## src/rtl/operand_fetch.sv

```systemverilog
`default_nettype none
// ============================================================================
// Module      : operand_fetch
// Description : Operand-fetch pipeline stage. Holds a 32 x 32-bit register
//               file ($0 hard-wired to zero) with combinational write-through
//               reads, selects the two ALU operands (register, shift amount or
//               extended immediate) and registers them together with the ALU
//               control into a single-entry valid/ready output buffer.
//
// Ports       : clk, reset             - clock, synchronous active-high reset
//               in_valid / in_ready    - upstream handshake for decoded fields
//               rs_addr, rt_addr       - source register indices
//               imm, shamt, ExtOp      - immediate, shift amount, extend mode
//               ALUSrc1, ALUSrc2       - operand source selects
//               ALUCtl_in, Sign_in     - ALU control, passed through
//               wb_en/wb_addr/wb_data  - register write-back port
//               flush                  - discard the held output entry
//               out_valid / out_ready  - downstream handshake
//               in1, in2, ALUCtl, Sign - registered ALU operands and control
//               rt_data                - registered rt value (store data)
//
// Revision    : 1.0 - initial release
// ============================================================================
module operand_fetch #(
    parameter logic [31:0] REG_INIT = 32'h00000000
) (
    input  logic        clk,
    input  logic        reset,
    input  logic        in_valid,
    output logic        in_ready,
    input  logic [4:0]  rs_addr,
    input  logic [4:0]  rt_addr,
    input  logic [15:0] imm,
    input  logic [4:0]  shamt,
    input  logic        ExtOp,
    input  logic        ALUSrc1,
    input  logic        ALUSrc2,
    input  logic [4:0]  ALUCtl_in,
    input  logic        Sign_in,
    input  logic        wb_en,
    input  logic [4:0]  wb_addr,
    input  logic [31:0] wb_data,
    input  logic        flush,
    output logic        out_valid,
    input  logic        out_ready,
    output logic [31:0] in1,
    output logic [31:0] in2,
    output logic [4:0]  ALUCtl,
    output logic        Sign,
    output logic [31:0] rt_data
);

    localparam logic [4:0] c_ZERO_REG = 5'd0;

    logic [31:0] r_regs [0:31];

    logic        r_out_valid;
    logic [31:0] r_in1;
    logic [31:0] r_in2;
    logic [4:0]  r_alu_ctl;
    logic        r_sign;
    logic [31:0] r_rt_data;

    logic        w_wb_fire;
    logic [31:0] w_rs_data;
    logic [31:0] w_rt_data;
    logic [31:0] w_ext_imm;
    logic [31:0] w_op1;
    logic [31:0] w_op2;
    logic        w_in_ready;
    logic        w_accept;

    // A write to $0 is never performed; it must not bypass either.
    assign w_wb_fire = wb_en && (wb_addr != c_ZERO_REG);

    // Read ports: $0 reads zero, a same-cycle write to the index is forwarded.
    always_comb begin
        w_rs_data = r_regs[rs_addr];
        if (rs_addr == c_ZERO_REG) begin
            w_rs_data = 32'h0;
        end else if (w_wb_fire && (wb_addr == rs_addr)) begin
            w_rs_data = wb_data;
        end
    end

    always_comb begin
        w_rt_data = r_regs[rt_addr];
        if (rt_addr == c_ZERO_REG) begin
            w_rt_data = 32'h0;
        end else if (w_wb_fire && (wb_addr == rt_addr)) begin
            w_rt_data = wb_data;
        end
    end

    assign w_ext_imm = ExtOp ? {{16{imm[15]}}, imm} : {16'h0, imm};
    assign w_op1     = ALUSrc1 ? {27'h0, shamt} : w_rs_data;
    assign w_op2     = ALUSrc2 ? w_ext_imm : w_rt_data;

    // Buffer is free when empty or being drained this cycle; flush only
    // suppresses the accept so in_ready stays independent of it.
    assign w_in_ready = !r_out_valid || out_ready;
    assign w_accept   = in_valid && w_in_ready && !flush;

    // Register file. Reset has priority over a concurrent write-back.
    always_ff @(posedge clk) begin
        if (reset) begin
            for (int i = 0; i < 32; i++) begin
                r_regs[i] <= REG_INIT;
            end
        end else if (w_wb_fire) begin
            r_regs[wb_addr] <= wb_data;
        end
    end

    // Output entry: reset > flush > accept > consume > hold.
    always_ff @(posedge clk) begin
        if (reset) begin
            r_out_valid <= 1'b0;
            r_in1       <= 32'h0;
            r_in2       <= 32'h0;
            r_alu_ctl   <= 5'h0;
            r_sign      <= 1'b0;
            r_rt_data   <= 32'h0;
        end else if (flush) begin
            r_out_valid <= 1'b0;
        end else if (w_accept) begin
            r_out_valid <= 1'b1;
            r_in1       <= w_op1;
            r_in2       <= w_op2;
            r_alu_ctl   <= ALUCtl_in;
            r_sign      <= Sign_in;
            r_rt_data   <= w_rt_data;
        end else if (out_ready) begin
            // Data keeps its last value after the entry is consumed.
            r_out_valid <= 1'b0;
        end
    end

    assign in_ready  = w_in_ready;
    assign out_valid = r_out_valid;
    assign in1       = r_in1;
    assign in2       = r_in2;
    assign ALUCtl    = r_alu_ctl;
    assign Sign      = r_sign;
    assign rt_data   = r_rt_data;

endmodule
`default_nettype wire

```

## config.mk

```make
export PLATFORM = sky130hd
export DESIGN_NAME = operand_fetch
export DESIGN_NICKNAME = d
export VERILOG_FILES = /design/src/rtl/operand_fetch.sv
export SDC_FILE = /design/constraint.sdc
export NUM_CORES = 2
export LEC_CHECK = 0
export ABC_AREA = 1
export BUFFER_PORTS_ARGS = -buffer_cell sky130_fd_sc_hd__clkbuf_2
export CORE_AREA = 3 3 303 379
export DETAILED_ROUTE_END_ITERATION = 8
export DIE_AREA = 0 0 306 382
export PLACE_DENSITY = 0.69
export SYNTH_ARGS = -nofsm -noshare
export SYNTH_HDL_FRONTEND = slang
export SYNTH_SLANG_ARGS = --single-unit
```

## constraint.sdc

```tcl
create_clock -name clk -period 3.3 [get_ports clk]
set_input_delay 0.165 -clock clk [delete_from_list [all_inputs] [get_ports clk]]
set_output_delay 0.165 -clock clk [all_outputs]
set_load 0.01 [all_outputs]
```

==> results.json <==
{
  "status": "completed",
  "dp_cells": 8862,
  "postRouteAntennaNets": 0,
  "path_class": "register to register",
  "layout_common_cells": "1538 x nor2_1, 1430 x nand2_1, 1024 x edfxtp_1",
  "rows": 137,
  "powerDensity_mw_per_mm2": 508.4,
  "gp_congestion": 0.9497,
  "routed_wl_um": 225000,
  "cts_max_level": 3,
  "grt_pass1_wl_um": 330700,
  "avgViaCountPerCell": 6.171,
  "cp_slowest_stage_delay_ns": 0.83,
  "skew_ns": 0.02181,
  "clkLatencyLatePin_ns": 0.74,
  "slew_violations": 0,
  "ys_warn_count": 0,
  "syn_inst": 7629,
  "overflow": 0,
  "fmax_mhz": 322.3,
  "core_area_mm2": 0.1116,
  "avgSynthCellArea_um2": 8.018,
  "path_cells": "inv_1 > nor2_1 > nor3_4 > clkinv_2 > buf_4 > a21oi_1 > dlygate4sd3_1 > a21oi_1 > dlygate4sd3_1",
  "crit_path_max_fanout": 100,
  "finalCritPeriodShare_pct": 94.01,
  "initial_core_util_pct": 54.81,
  "fp.dieH_um": 382,
  "ys_seq_elements": 1127,
  "start_kind": "register",
  "path_clk_slew_ns": 0.07,
  "numCtsBuffers": 116,
  "final_common_cell": "nor2_1",
  "cts_tree": "yes",
  "endpoint_kind": "register",
  "synth_top_area_share_pct": 50.27,
  "pin_count": 187,
  "p_leak_uw": 0.02823,
  "cts.path.max_buffers": 3,
  "crit_slowest_cell": "buf_4",
  "synth_largest_area_cell": "edfxtp_1",
  "synth_area_mm2": 0.06117,
  "tns_ns": 0,
  "crit_arrival_ns": 3.78,
  "firstDrtPassIters": 7,
  "dp_hpwl_um": 137400,
  "max_cap_violations": 0,
  "finalSetupViolCount": 0,
  "clkSinkCount": 1127,
  "yosysUniqueCellTypes": 34,
  "gr-usage-all-layers_pct": 37.61,
  "synth_area_leaders": "edfxtp_1 50%, nor2_1 9.5%, nand2_1 8.9%, o21ai_0 5.4%, nand3_1 4.9%",
  "dieArea_mm2": 0.1169,
  "slew_headroom_pct": 17.49,
  "port_buffers": 186,
  "die_w_um": 306,
  "antenna_found_initial": 4,
  "post_cts_resize_count": 0,
  "crit_required_ns": 3.98,
  "grt_max_degree": 146,
  "worst-path-buf-inv": 5,
  "routedWlPerCell_um": 24.55,
  "route.detailed.drc": 0,
  "root_buffer": "clkbuf_16",
  "finalHoldViolations": 0,
  "area_growth_syn_to_layout_pct": 11.33,
  "fin_nets": 7688,
  "rsz0062_at_grt": "no",
  "grt_pass1_vias": 53890,
  "vias": 56563,
  "period_minus_slack_ns": 3.102,
  "synth-seq-area-share_pct": 53.64,
  "drtIter0Drc": 7728,
  "drive_above_1_share_pct": 8.400,
  "path_delay_family": "buffers and inverters",
  "ir_drop_uv": 419.0,
  "hold_class": "primary input to register",
  "instances_no_fill": 9166,
  "tightestPinTransition_ns": 1.238
}
-- metrics by stage --
step	util (%)	setup WS [ns]	total power, uW	hold slack (ns)	cell area [um2]
after floorplan	-	0.8975	19620	0.2378	61280
after global placement	56.90	0.4323	21380	0.3829	63490
after detailed placement	56.90	0.4706	21460	0.3893	63490
after CTS	61.01	0.2948	34510	0.04750	68080
after global routing	61.01	0.05035	35580	0.1395	68090
final	61.03	0.1976	34620	0.09625	68100
-- layout make-up --
type / instances / area [um2]
fill: 9528 / 43490
sequential: 1127 / 32810
multi-input combinational: 5245 / 23210
timing repair buffer: 492 / 4124
clock buffer: 147 / 3208
inverter: 623 / 2365
tap: 1459 / 1826
clock inverter: 68 / 540.5
antenna: 5 / 12.51
-- repair_timing --
item                                   in CTS  in global routing
endpoints found under the hold margin     103                  0
buffers inserted                            0                  0
hold buffers                               84                  0
-- sequential cells by signal (all words and copies together) (netlist names) --
| register | flops |
|---|---|
| in2 | 32 |
| r_regs | 1024 |
| ALUCtl | 5 |
| in1 | 32 |
| Sign | 1 |
| out_valid | 1 |
| rt_data | 32 |
-- layer usage --
layer	GRT usage, %	routed length [um]
met4	34.24	23310
met2	60.02	103300
met3	5.506	22710
met1	44.08	75650
met5	0	8
-- Yosys cell counts --
master    instances
nand4_1          48
nand4_2           1
nand2_1        1454
or2_2            18
buf_1            53
inv_1           609
xor2_1            2
xnor2_1           5
clkinv_1         10
nor3_1            8
dfxtp_1         103
conb_1            1
nor2_2            1
o21ai_1         109
edfxtp_1       1024
nand2_2           1
inv_4             1
inv_2             3
clkbuf_2          2
o21ai_0         654
nand3_1         603
nand3b_1          2
nor3_4            1
buf_6             7
a21oi_1         550
o22ai_1          15
nand3_2           1
buf_2           265
a211oi_1          1
nor2_1         1542
o21ai_2           1
o211ai_1        196
buf_4            35
clkbuf_1        303
-- report_power, final --
| part | total (uW) | switching, uW | internal, uW |
|---|---|---|---|
| logic | 4750 | 3450 | 1300 |
| registers | 16700 | 342 | 16300 |
| clock network | 13200 | 5740 | 7460 |
-- worst min-delay path: cells and delay by family --
family | cells | cell delay [ns]
AND/OR/NAND/NOR | 1 | 0.22
AO/OA/AOI/OAI | 2 | 0.27
buffers and inverters | 2 | 0.12
-- worst paths after layout --
| path | depth (start not counted) | slack [ns] | from | endpoint |
|---|---|---|---|---|
| worst min-delay path | 5 | 0.1 | ExtOp | in2[31]$_SDFFE_PP0P_ |
| worst max register to register | 9 | 0.20 | out_valid$_SDFFE_PP0P_ | in1[1]$_SDFFE_PP0P_ |
| worst min register to register | 2 | 0.47 | rt_data[25]$_SDFFE_PP0P_ | rt_data[25]$_SDFFE_PP0P_ |
| worst max-delay path | 9 | 0.20 | out_valid$_SDFFE_PP0P_ | in1[1]$_SDFFE_PP0P_ |
-- logic make-up (layout without fill, tap and decap cells) --
group | count (synthesis) | in the layout | share of synthesized area, %
DFF | 1127 | 1127 | 53.64
AOI/OAI and AO/OA | 1526 | 1526 | 13.33
xor gates and xnor gates | 7 | 7 | 0.1002
and+or+nand+nor | 3680 | 3680 | 24.17
other | 1 | 37 | 0.006131
buffers and inverters | 1288 | 1330 | 8.755
(Power assumes the default switching activity.)
